===== config.mk =====
export PLATFORM = sky130hd
export DESIGN_NAME = ps2_tx_shifter
export DESIGN_NICKNAME = d
export VERILOG_FILES = /design/src/rtl/ps2_tx_shifter.sv
export SDC_FILE = /design/constraint.sdc
export NUM_CORES = 1
export LEC_CHECK = 0
export BUFFER_PORTS_ARGS = -buffer_cell sky130_fd_sc_hd__buf_2
export CORE_MARGIN = 2
export CORE_UTILIZATION = 61
export CTS_BUF_LIST = sky130_fd_sc_hd__clkbuf_4
export CTS_CLUSTER_DIAMETER = 40
export CTS_CLUSTER_SIZE = 20
export DETAILED_ROUTE_END_ITERATION = 16
export GPL_TIMING_DRIVEN = 0
export PLACE_DENSITY = 0.79
export SYNTH_ARGS = -nofsm -noshare
export SYNTH_HDL_FRONTEND = slang
export SYNTH_SLANG_ARGS = --single-unit

===== constraint.sdc =====
create_clock -name clock -period 2.3 [get_ports clock]
set_input_delay 0.46 -clock clock [delete_from_list [all_inputs] [get_ports clock]]
set_output_delay 0.46 -clock clock [all_outputs]
set_load 0.005 [all_outputs]

===== src/rtl/ps2_tx_shifter.sv =====
// Host-to-device PS/2 transmitter: clock inhibit, request-to-send, 11-bit frame shifted on device falls, ACK check.
// Optional watchdog on a silent device is enabled by defining PS2_TX_TIMEOUT_EN.
module ps2_tx_shifter #(
    parameter int INHIBIT_CYCLES = 1300,
    parameter int SETUP_CYCLES   = 16
`ifdef PS2_TX_TIMEOUT_EN
    ,
    parameter int TIMEOUT_CYCLES = 250000
`endif
) (
    input  logic       clock,
    input  logic       reset,
    input  logic       write,
    input  logic [7:0] tx_scancode,
    input  logic       ps2_clock_in,
    input  logic       ps2_data_in,
    output logic       ps2_clock_oe,
    output logic       ps2_data_oe,
    output logic       busy,
    output logic       done,
    output logic       ack_error,
    output logic       timeout
);

    // Handshake: write is a one-cycle strobe that is taken only while busy is low;
    // busy is the inverse of ready, and a strobe seen while busy is dropped.

    typedef enum logic [2:0] {
        IDLE    = 3'd0,
        INHIBIT = 3'd1,
        START   = 3'd2,
        SEND    = 3'd3,
        ACK     = 3'd4,
        DONE    = 3'd5
    } state_t;

    localparam int CNT_MAX = (INHIBIT_CYCLES > SETUP_CYCLES) ? INHIBIT_CYCLES : SETUP_CYCLES;
    localparam int CW      = $clog2(CNT_MAX + 1);
    localparam logic [CW-1:0] INHIBIT_LOAD = CW'(INHIBIT_CYCLES - 1);
    localparam logic [CW-1:0] SETUP_LOAD   = CW'(SETUP_CYCLES - 1);

    state_t     state, state_next;
    logic [CW-1:0] cnt_q, cnt_next;
    logic [3:0] bit_q, bit_next;
    logic [7:0] byte_q, byte_next;
    logic       parity_q, parity_next;
    logic       clock_oe_next, data_oe_next;
    logic       busy_next, done_next, ack_next;

    logic [1:0] clk_sync, data_sync;
    logic       clk_prev;
    logic       clk_s, data_s, fall;

    assign clk_s  = clk_sync[1];
    assign data_s = data_sync[1];
    assign fall   = clk_prev & ~clk_s;

    // Synchronisers start at the idle (high) level so reset never fabricates a fall.
    always_ff @(posedge clock) begin
        if (!reset) begin
            clk_sync  <= 2'b11;
            data_sync <= 2'b11;
            clk_prev  <= 1'b1;
        end else begin
            clk_sync  <= {clk_sync[0], ps2_clock_in};
            data_sync <= {data_sync[0], ps2_data_in};
            clk_prev  <= clk_s;
        end
    end

`ifdef PS2_TX_TIMEOUT_EN
    localparam int WW = $clog2(TIMEOUT_CYCLES + 1);
    localparam logic [WW-1:0] WD_LOAD = WW'(TIMEOUT_CYCLES);

    logic [WW-1:0] wd_q, wd_next;
    logic          timeout_q, timeout_next;

    assign timeout = timeout_q;
`else
    assign timeout = 1'b0;
`endif

    always_ff @(posedge clock) begin
        if (!reset) begin
            state        <= IDLE;
            cnt_q        <= '0;
            bit_q        <= 4'd0;
            byte_q       <= 8'd0;
            parity_q     <= 1'b0;
            ps2_clock_oe <= 1'b0;
            ps2_data_oe  <= 1'b0;
            busy         <= 1'b0;
            done         <= 1'b0;
            ack_error    <= 1'b0;
`ifdef PS2_TX_TIMEOUT_EN
            wd_q         <= '0;
            timeout_q    <= 1'b0;
`endif
        end else begin
            state        <= state_next;
            cnt_q        <= cnt_next;
            bit_q        <= bit_next;
            byte_q       <= byte_next;
            parity_q     <= parity_next;
            ps2_clock_oe <= clock_oe_next;
            ps2_data_oe  <= data_oe_next;
            busy         <= busy_next;
            done         <= done_next;
            ack_error    <= ack_next;
`ifdef PS2_TX_TIMEOUT_EN
            wd_q         <= wd_next;
            timeout_q    <= timeout_next;
`endif
        end
    end

    always_comb begin
        state_next    = state;
        cnt_next      = cnt_q;
        bit_next      = bit_q;
        byte_next     = byte_q;
        parity_next   = parity_q;
        clock_oe_next = ps2_clock_oe;
        data_oe_next  = ps2_data_oe;
        busy_next     = busy;
        done_next     = 1'b0;
        ack_next      = ack_error;
`ifdef PS2_TX_TIMEOUT_EN
        wd_next       = wd_q;
        timeout_next  = timeout_q;
`endif

        case (state)
            IDLE: begin
                clock_oe_next = 1'b0;
                data_oe_next  = 1'b0;
                busy_next     = 1'b0;
                if (write) begin
                    byte_next     = tx_scancode;
                    parity_next   = ~^tx_scancode;
                    ack_next      = 1'b0;
`ifdef PS2_TX_TIMEOUT_EN
                    timeout_next  = 1'b0;
`endif
                    cnt_next      = INHIBIT_LOAD;
                    bit_next      = 4'd0;
                    clock_oe_next = 1'b1;
                    busy_next     = 1'b1;
                    state_next    = INHIBIT;
                end
            end

            INHIBIT: begin
                if (cnt_q == '0) begin
                    data_oe_next = 1'b1;
                    cnt_next     = SETUP_LOAD;
                    state_next   = START;
                end else begin
                    cnt_next = cnt_q - CW'(1);
                end
            end

            START: begin
                if (cnt_q == '0) begin
                    clock_oe_next = 1'b0;
                    bit_next      = 4'd0;
`ifdef PS2_TX_TIMEOUT_EN
                    wd_next       = WD_LOAD;
`endif
                    state_next    = SEND;
                end else begin
                    cnt_next = cnt_q - CW'(1);
                end
            end

            // Fall n (bit_q = n-1) presents data bit n-1, then parity, then releases for stop.
            SEND: begin
                if (fall) begin
                    if (bit_q < 4'd8) begin
                        data_oe_next = ~byte_q[bit_q[2:0]];
                    end else if (bit_q == 4'd8) begin
                        data_oe_next = ~parity_q;
                    end else begin
                        data_oe_next = 1'b0;
                        state_next   = ACK;
                    end
                    if (bit_q != 4'd10) begin
                        bit_next = bit_q + 4'd1;
                    end
                end
            end

            ACK: begin
                if (fall) begin
                    ack_next   = data_s;
                    state_next = DONE;
                end
            end

            DONE: begin
                if (clk_s && data_s) begin
                    done_next  = 1'b1;
                    busy_next  = 1'b0;
                    state_next = IDLE;
                end
            end

            default: begin
                clock_oe_next = 1'b0;
                data_oe_next  = 1'b0;
                busy_next     = 1'b0;
                state_next    = IDLE;
            end
        endcase

`ifdef PS2_TX_TIMEOUT_EN
        if (state == SEND || state == ACK || state == DONE) begin
            if (fall) begin
                wd_next = WD_LOAD;
            end else if (wd_q <= WW'(1)) begin
                wd_next       = '0;
                clock_oe_next = 1'b0;
                data_oe_next  = 1'b0;
                busy_next     = 1'b0;
                done_next     = 1'b1;
                ack_next      = 1'b1;
                timeout_next  = 1'b1;
                state_next    = IDLE;
            end else begin
                wd_next = wd_q - WW'(1);
            end
        end
`endif
    end

endmodule


# == After elaboration in Yosys (flattened, before gate mapping) ==
# Index checks and enable logic that the tools add are counted.
# word_totals
input_bits,13
regBits,37
# op_classes
n_addsub,2
n_reduce_logical,19
n_lt_le_gt_ge,2
muxes,34
bitwise_logic,7
eq_ne,17
# op_table
operator,count
$mux 11,3
$pmux 11 s3,1
$mux 3,8
$ne 2x2->1 const B,10
$pmux 3 s6,1
$mux 4,4
$pmux 4 s3,1
$logic_not 11->1,1
$mux 1,11
$sub 11x1->11 const B,1
$pmux 1 s3,3
$reduce_and 3->1,3
$reduce_and 2->1,4
$reduce_and 8->1,1
$reduce_or 4->1,2
$reduce_xnor 8->1,1
$eq 3x2->1 const B,2
$eq 3x3->1 const B,2
$not 1->1,6
$reduce_bool 3->1,2
$reduce_and 5->1,1
$add 4x1->4 const B,1
$eq 4x4->1 const B,1
$lt 3x4->1 const B,1
other kinds (10),10

# == Longest topological paths before layout ==
# Gate-level depths: netlist of run 1.
# depth
word_depth,6
depth_mapped,7

# == Worst setup path after synthesis of run 1 ==
# Ideal clock, no wire load.
# synth_timing
path_kind,register to register
startpoint,register cnt_q[0]
endpoint,register cnt_q[6]
path_slack_ps,453
setup_ps,86
arrival_ps,1761
stages_incl_launch_ff,7
required_ps,2214
period_less_slack_ps,1847
path_cell_list,dfxtp_1 inv_1 ha_1 nor4b_1 nand2b_1 or4_1 a211oi_1
# synth_between
elab_chain_len,3
word_cells_on_any_way,7
cone_classes,1 x add/sub; 1 x eq/ne; 3 x mux; 2 x reduce/logical
# synth_lines
item,line_no,text
"start, declared",43,"logic [CW-1:0] cnt_q, cnt_next;"
"start signal, assigned",101,cnt_q <= cnt_next;
$sub 11x1->11 / $logic_not 11->1 (equally long branches),n/a,
"$mux 11, or another cell as far along",164,if (cnt_q == '0) begin
$pmux 11 s3 / $reduce_and 3->1 (equally long branches),n/a,
# Several ways; a longest one is shown, not always the timed one. The select of a mux whose other input is x is not followed.
# A chain may end at the register's enable or synchronous reset.

# == Final worst setup path of run 1 ==
# layout_timing
startpoint,register cnt_q[0]
endpoint,register cnt_q[2]
# The elaborated chain is that of the path after synthesis.

==> results of run 1 <==
## layout make-up
cell class              instances  area (µm²)  area share, %
well taps                      46        57.6           2.44
repair buffers                 16        80.1           3.39
clock inverters                 2        10.0          0.424
flip-flops and latches         37         741           31.4
clock buffers                   6        45.0           1.91
inverters                      10        37.5           1.59
plain buffers                  17        70.1           2.97
multi-input cells             191        1320           55.9
## critical path, delay by kind of cell (launching register included)
kind                       cells  cell delay (ps)
and+or+nand+nor                3             1140
DFF                            1              330
AOI/OAI and AO/OA              1              260
adders and majority gates      1              190
buffers and inverters          1              120
## cell families after synthesis
kind of cell / count (synthesis) / synth area share [%]
compound gates: 69 / 22.2
xor+xnor: 7 / 2.86
fa+ha+maj: 5 / 2.92
buf+inv: 27 / 5.03
flops: 37 / 34.6
mux: 7 / 4.44
other cells: 1 / 0.175
simple gates: 102 / 27.8
## flip-flops by register name (all words and copies together) (netlist names)
| signal | count |
|---|---|
| ack_error | 1 |
| bit_q | 4 |
| busy | 1 |
| byte_q | 8 |
| clk_prev | 1 |
| clk_sync | 2 |
| cnt_q | 11 |
| data_sync | 2 |
| done | 1 |
| parity_q | 1 |
| ps2_clock_oe | 1 |
| ps2_data_oe | 1 |
| state | 3 |
## metal layers
metal | up-vias | track usage [%] | routed length (µm)
met5 | - | 0 | 0
met4 | 0 | 10.3 | 101
met3 | 13 | 6.43 | 198
met2 | 62 | 44.9 | 2410
met1 | 957 | 34.5 | 2310
li1 | 999 | - | -
## stage by stage
| stage | instance area (µm²) | setup WS, ps |
|---|---|---|
| finish | 2360 | 163 |
| global route | 2360 | 40.0 |
| CTS | 2330 | 91.9 |
| detailed placement | 2280 | 103 |
| global placement | 2280 | 154 |
| floorplan | 2140 | 453 |
## cells in the final DEF, fill, tap and decap left out, drive strengths merged, types with 2 or more instances in the layout
cell type / synthesis / final
o21ai: 6 / 6
a221oi: 2 / 2
nor4b: 3 / 3
a22oi: 2 / 2
ha: 5 / 5
nor3b: 4 / 4
a211oi: 7 / 7
nand2b: 8 / 8
or4: 3 / 3
a31oi: 6 / 6
clkinv: 0 / 2
nor4: 4 / 4
clkbuf: 13 / 19
o221ai: 2 / 2
or2: 3 / 3
o32ai: 3 / 3
nand4: 4 / 4
nor2b: 2 / 2
o22ai: 2 / 2
o31ai: 5 / 5
mux2i: 5 / 5
o211ai: 3 / 3
nor3: 7 / 7
mux4: 2 / 2
xnor2: 6 / 6
nand3: 10 / 10
o41ai: 2 / 2
buf: 4 / 20
nand2: 31 / 31
or3b: 3 / 3
dfxtp: 37 / 37
nor2: 10 / 10
a21oi: 19 / 19
a21o: 2 / 2
inv: 10 / 10
nand3b: 5 / 5
## worst paths after layout
kind | endpoint | depth (start not counted)
worst max-delay path | cnt_q[2] | 6
worst min-delay path | clk_sync[0] | 2
worst max register to register | cnt_q[2] | 6
worst min register to register | data_sync[1] | 1
## what timing repair did
| item | in CTS | in global routing |
|---|---|---|
| setup buffers | 0 | 0 |
| resized for setup | 0 | 3 |
| hold buffers | 0 | 0 |
| endpoints found under the setup margin | 0 | 5 |
## power by group through the flow
| stage | clock network (mW) | logic, mW | registers, mW |
|---|---|---|---|
| 6_report | 0.347 | 1.52 | 0.940 |
| 5_1_grt | 0.381 | 1.66 | 0.964 |
| 4_1_cts | 0.351 | 1.44 | 0.926 |
| 3_5_place_dp | 0 | 1.44 | 0.941 |
| 3_3_place_gp | 0 | 1.41 | 0.933 |
| 2_1_floorplan | 0 | 1.15 | 0.904 |
==> impl_metrics.ini, run 1 <==
[setup_path]
cp-start-kind = flip-flop
crit_chain = inv_1, ha_1, or4b_1, nor4_4, nor3_1, o221a_1
critPathRequiredTime_ps = 2550
path_class = flip-flop to flip-flop
slowest_stage = or4b_1
endpoint_kind = flip-flop
max_stage_delay_ps = 590
crit_start = cnt_q[0]
r2r_slack_ps = 160
crit_fanout = 8
timing.rr.start = cnt_q[0]
arrival_ps = 2390

[clock_tree]
clk_latency_ps = 350
cts_buffers = 5
cts_htree_levels = 2
cts_tree = built
cts_sinks = 37
clk_pin_slew_ps = 110
clk_path_buf_depth = 2
cts_root_buf = clkbuf_4

[global_route]
first_global_vias = 1889
grt_overflow = 0
antenna_found_initial = 0
grt_start_max_net_pins = 12
grt_pass1_wl_um = 8600
track_usage_pct = 27.2

[synth]
ys_ff_latch = 37
synth.area.top_cells = dfxtp_1 35%, nand2_1 5.4%, a21oi_1 4.4%, ha_1 2.9%, a211oi_1 2.5%
yosys_warnings = 0
synth_top_cells_by_count = 37 x dfxtp_1, 31 x nand2_1, 19 x a21oi_1
synth_area_mm2 = 0.00214
synth_enable_flop_cells = 0
synth_top_area_share_pct = 34.6
yosysMostFrequentCell = dfxtp_1
synth_ff_type = dfxtp_1
avgSynthCellArea_um2 = 8.40
syn_inst = 255
async_flop_share_pct = 0
yosys.area.top_type = dfxtp_1
synth_nets = 273
synth_cell_types = 60
ys_seq_area_share_pct = 34.6

[floorplan]
core_mm2 = 0.00336
dieArea_mm2 = 0.00400
die_w_um = 63.2
initial_utilization_pct = 63.7
chipHeight_um = 63.2
ios = 19
fp-row-count = 21

[sta]
finClkSkew_ps = 8.36
worst_pin_slew_ps = 572
min_period_ps = 2140
fin_crit_sh_pct = 92.9
drv_slew = 0
finalHoldViolCount = 0
holdWs_ps = 288
final.setup.tns_ps = 0
rsz0062_at_grt = no
setup_viol = 0
relSlewSlack_pct = 61.7
max_freq_ghz = 0.468

[final_layout]
drive_above_1_share_pct = 14.3
fillCellCount = 309
final_nets = 296
n_antenna_cell = 0
final_core_util_pct = 70.2
area_growth_pct = 10.2
stdcell_count = 325

[detailed_routing]
dr_total_vias = 2031
first_iter_violations = 158
routed_wl_um = 5020
firstDrtPassIters = 4
wl_per_cell_um = 15.4
drcViolationCount = 0
avgViaCountPerCell = 6.25
detail-route-antenna-nets = 0

[min_path]
min_from = ps2_clock_in
hold_path_class = input pin to flip-flop

[pwr]
p_leak_nw = 0.857
combinationalPowerShare_pct = 54.1
swShare_pct = 45.9
total_power_mw = 2.80
pwr_density_cell_mw_per_mm2 = 1190
p_int_mw = 1.52
p_switching_mw = 1.29
irDropWorstVdd_uv = 639
seqPwrFrac_pct = 33.5
power_frac_clock_pct = 12.4

[placement]
post-place-cells = 317
gp_congestion = 0.891
dp.final_hpwl_um = 3660
port_buffers = 16

[run]
maxCapViolCount = 0

[status]
outcome = finished, final reports clean
(Power assumes the default switching activity.)
==> inputs of run 2 (changes only) <==
SETUP_SLACK_MARGIN = 0.4   (was unset)
==> run 2 against run 1 <==
Largest power group unchanged. Sequential power is 3.4% higher. Register-to-register slack better by 250 ps. Fmax is 13% higher. Cell area is 8.7% higher. Clock power hardly changed.
==> impl_metrics.ini, run 2 (synthesis gave the netlist of run 1 again) <==
[status]
outcome = finished, final reports clean

[clock_tree]
cts_buffers = 5
cts_root_buf = clkbuf_4
clk_path_buf_depth = 2
clk_pin_slew_ps = 110
clk_latency_ps = 350
cts_htree_levels = 2
cts_hold_buf = 0
cts_sinks = 37
cts_tree = built

[final_layout]
drive_above_1_share_pct = 24.7
area_growth_pct = 19.8
largest-register = cnt_q
stdcell_count = 338
final_cell_mix = 33 x dfxtp_1, 31 x nand2_1, 19 x a21oi_1
n_antenna_cell = 0
final_common_cell = dfxtp_1
top_regs = cnt_q (11), byte_q (8), bit_q (4)
final_nets = 309
fin_area_mm2 = 0.00256
final_core_util_pct = 76.3
largest_register_ffs = 11

[global_route]
grt_start_max_net_pins = 12
grt_pass1_wl_um = 9040
track_usage_pct = 28.7
antenna_found_initial = 0
first_global_vias = 1959
grt_overflow = 0

[sta]
drv_slew = 0
max_freq_ghz = 0.530
fin_crit_sh_pct = 82.0
setup_viol = 0
final.setup.tns_ps = 0
rsz0062_at_grt = yes
finClkSkew_ps = 9.65
min_period_ps = 1890
worst_pin_slew_ps = 583
finalHoldViolCount = 0
holdWs_ps = 281
relSlewSlack_pct = 61.2

[setup_path]
crit_fanout = 8
timing.rr.start = cnt_q[2]
crit_chain = or4_1, or2_1, o41ai_1, a211oi_1
r2r_slack_ps = 410
critPathRequiredTime_ps = 2520
worst-path-stages = 4
cp-start-kind = flip-flop
path_class = flip-flop to flip-flop
arrival_ps = 2100
slowest_stage = or4_1
endpoint_kind = flip-flop
max_stage_delay_ps = 630
cp_top_family = simple AND/OR/NAND/NOR gates
r2r_cells = 4
crit_start = cnt_q[2]
worst-path-buf-inv = 0

[pwr]
pwr_density_cell_mw_per_mm2 = 1240
p_leak_nw = 0.953
irDropWorstVdd_uv = 657

[min_path]
min_from = ps2_clock_in
hold_path_class = input pin to flip-flop
holdPathStages = 2

[floorplan]
core_mm2 = 0.00336
die_w_um = 63.2
ios = 19
chipHeight_um = 63.2
dieArea_mm2 = 0.00400
fp-row-count = 21
initial_utilization_pct = 63.7

[placement]
dp.final_hpwl_um = 3660
placed_area_mm2 = 0.00228
post-place-cells = 317
gp_congestion = 0.891
port_buffers = 16

[detailed_routing]
avgViaCountPerCell = 6.22
detail-route-antenna-nets = 0
routed_wl_um = 5480
wl_per_cell_um = 16.2
first_iter_violations = 157
drcViolationCount = 0
dr_total_vias = 2104
firstDrtPassIters = 5

[run]
maxCapViolCount = 0
-- run 2: cell types whose count changed in the layout (fill, tap and decap cells not counted), moves of 4 or more --
cell,before,now
buf_4,1,15
clkbuf_1,13,9
clkbuf_2,0,4
dfxtp_1,37,33
-- run 2: path summary, 6_finish.rpt --
| kind | to |
|---|---|
| max | cnt_q[7] |
| min | clk_sync[0] |
| max reg2reg | cnt_q[7] |
| min reg2reg | clk_sync[1] |
-- run 2: area by class of cell --
type                       count  area [µm²]
clock buffer                   6        45.0
sequential                    37         751
clock inverter                 2        10.0
buffer                        17        80.1
inverter                      10        37.5
tap                           46        57.6
timing repair buffer          29         178
multi-input combinational    191        1410
fill                         280         798
-- run 2: worst register-to-register path, delay by kind of cell, from the launching register on --
kind | cells | cell delay [ps]
compound gates | 2 | 400
flops | 1 | 440
simple gates | 2 | 910
-- run 2: routing by layer --
layer / routed length (µm) / global-route usage [%]
met5: 0 / 0
met4: 186 / 13.3
met3: 318 / 6.79
met2: 2690 / 48.0
met1: 2290 / 34.7
-- run 2: timing repair --
action | 4_1_cts | 5_1_grt
gates resized for setup | 12 | 25
buffers inserted | 4 | 9
endpoints found under the hold margin | 0 | 0
endpoints found under the setup margin | 16 | 28
pin swaps | 2 | 4
-- run 2: through the flow --
stage	total power [mW]	setup slack (ps)
CTS	2.85	380
detailed placement	2.38	103
global route	3.36	359
global placement	2.35	154
finish	3.17	415
floorplan	2.05	453
-- run 2: power by group --
group          internal (mW)  switching, mW  total [mW]
Sequential             0.798          0.174       0.972
Clock                  0.128          0.222       0.350
Combinational          0.798           1.05        1.85
Total                   1.72           1.45        3.17
==> inputs of run 3 (changes only) <==
CORE_UTILIZATION = 55   (was 61)
PLACE_DENSITY = 0.75   (was 0.79)
clock period = 1.64 ns   (was 2.3 ns; I/O delays follow)
==> run 3 against run 2 <==
The run now ends with setup timing left. Total power is 58% higher. Sequential power up 44%. Clock skew grew 9.6 ps. Count of clock-buffer cells in the layout shrank 1. Final cell count up 3.0%. Fmax down 0.42%. Sequential share of layout area fell by 3.0 points. First-iteration DRC count shrank 5.1%. Critical path depth increased by 3. Non-clock buffer count rose by 8. Largest cell class unchanged.
==> impl_metrics.ini, run 3 (synthesis gave the netlist of run 1 again) <==
[clock_tree]
cts_hold_buf = 0
clk_path_buf_depth = 2
cts_root_buf = clkbuf_4
clk_latency_ps = 360
cts_sinks = 37
cts_htree_levels = 2
cts_tree = built
clk_pin_slew_ps = 130
cts_buffers = 5

[pwr]
pwr_density_cell_mw_per_mm2 = 1730
power_frac_clock_pct = 9.4
p_switching_mw = 2.27
total_power_mw = 5.01
swShare_pct = 45.2
combinationalPowerShare_pct = 62.6
seqPwrFrac_pct = 28.0
p_int_mw = 2.75
irDropWorstVdd_uv = 826
p_leak_nw = 1.09

[sta]
fin_crit_sh_pct = 115
max_freq_ghz = 0.528
final.setup.tns_ps = -2690
holdWs_ps = 156
worst_pin_slew_ps = 593
min_period_ps = 1890
finClkSkew_ps = 19.2
finalHoldViolCount = 0
drv_slew = 0
rsz0062_at_grt = yes
fin_ws_ps = -253
setup_viol = 18
relSlewSlack_pct = 60.5

[placement]
dp_slack_ps = -417
dp.final_hpwl_um = 3630
gp_congestion = 0.872
port_buffers = 16
placed_area_mm2 = 0.00234
post-place-cells = 319

[final_layout]
top_regs = cnt_q (11), byte_q (8), bit_q (4)
drive_above_1_share_pct = 39.0
final_nets = 317
fillCellCount = 252
area_growth_pct = 35.2
final_cell_mix = 31 x nand2_1, 27 x dfxtp_1, 17 x buf_4
stdcell_count = 348
seq_area_um2 = 761
largest-register = cnt_q
fin_area_mm2 = 0.00290
multi_input_area_mm2 = 0.00157
n_antenna_cell = 0
largest_register_ffs = 11
final_core_util_pct = 78.5
final_common_cell = nand2_1

[detailed_routing]
firstDrtPassIters = 4
drcViolationCount = 0
first_iter_violations = 149
avgViaCountPerCell = 6.27
wl_per_cell_um = 17.4
detail-route-antenna-nets = 0
dr_total_vias = 2183
routed_wl_um = 6070

[run]
maxCapViolCount = 0

[global_route]
grt_pass1_wl_um = 9440
grt_start_max_net_pins = 12
grt_overflow = 0
antenna_found_initial = 0
track_usage_pct = 28.2
first_global_vias = 2010

[floorplan]
die_w_um = 66.4
core_mm2 = 0.00369
initial_utilization_pct = 58.0
ios = 19
chipHeight_um = 66.4
dieArea_mm2 = 0.00441
fp-row-count = 22

[setup_path]
endpoint_kind = flip-flop
arrival_ps = 2160
cp-start-kind = flip-flop
cp_top_family = simple AND/OR/NAND/NOR gates
worst-path-buf-inv = 2
crit_chain = inv_2, ha_4, or4b_4, nor4_4, buf_4, nor3_2, o221a_1
slowest_stage = or4b_4
crit_fanout = 4
critPathRequiredTime_ps = 1910
max_stage_delay_ps = 520
path_class = flip-flop to flip-flop

[status]
outcome = finished with violations
failed_checks = setup timing

[min_path]
hold_path_class = input pin to flip-flop
==> run 3: changes by cell type in the layout (fill, tap and decap cells not counted), moves of 4 or more <==
cell | previous run | this run
a21oi_1 | 19 | 15
a21oi_2 | 0 | 4
buf_6 | 0 | 7
clkbuf_1 | 9 | 5
dfxtp_1 | 33 | 27
dfxtp_2 | 2 | 7
inv_1 | 8 | 4
inv_2 | 2 | 6
==> run 3: cell type report <==
class | instances | share of cell area (%)
clock buffer | 5 | 1.30
tap | 48 | 2.07
clock inverter | 3 | 0.432
sequential | 37 | 26.3
inverter | 10 | 1.30
multi-input combinational | 191 | 54.2
buffer | 17 | 5.53
timing repair buffer | 37 | 8.86
==> run 3: repair_timing <==
| action | in CTS | in global routing |
|---|---|---|
| buffers inserted | 11 | 9 |
| endpoints found under the setup margin | 32 | 32 |
| cloned | 1 | 0 |
| pin swaps | 18 | 13 |
| gates resized for setup | 45 | 41 |
==> run 3: worst paths after layout <==
kind | startpoint | end | slack [ps] | cells after the start
max | cnt_q[0] | cnt_q[2] | -250 | 7
min | ps2_data_in | data_sync[0] | 160 | 2
max reg2reg | cnt_q[0] | cnt_q[2] | -250 | 7
min reg2reg | clk_sync[0] | clk_sync[1] | 420 | 1
==> run 3: power by group through the flow <==
stage	Sequential [mW]	Combinational, mW	Clock [mW]
detailed placement	1.33	2.12	0
global placement	1.32	2.11	0
global route	1.43	3.35	0.528
CTS	1.38	2.67	0.473
finish	1.40	3.14	0.473
floorplan	1.28	1.72	0
==> run 3: layer usage <==
metal  track usage (%)  routed length (µm)
met5                 0                   0
met4              13.3                 162
met3              5.96                 280
met2              46.4                3070
met1              34.9                2560
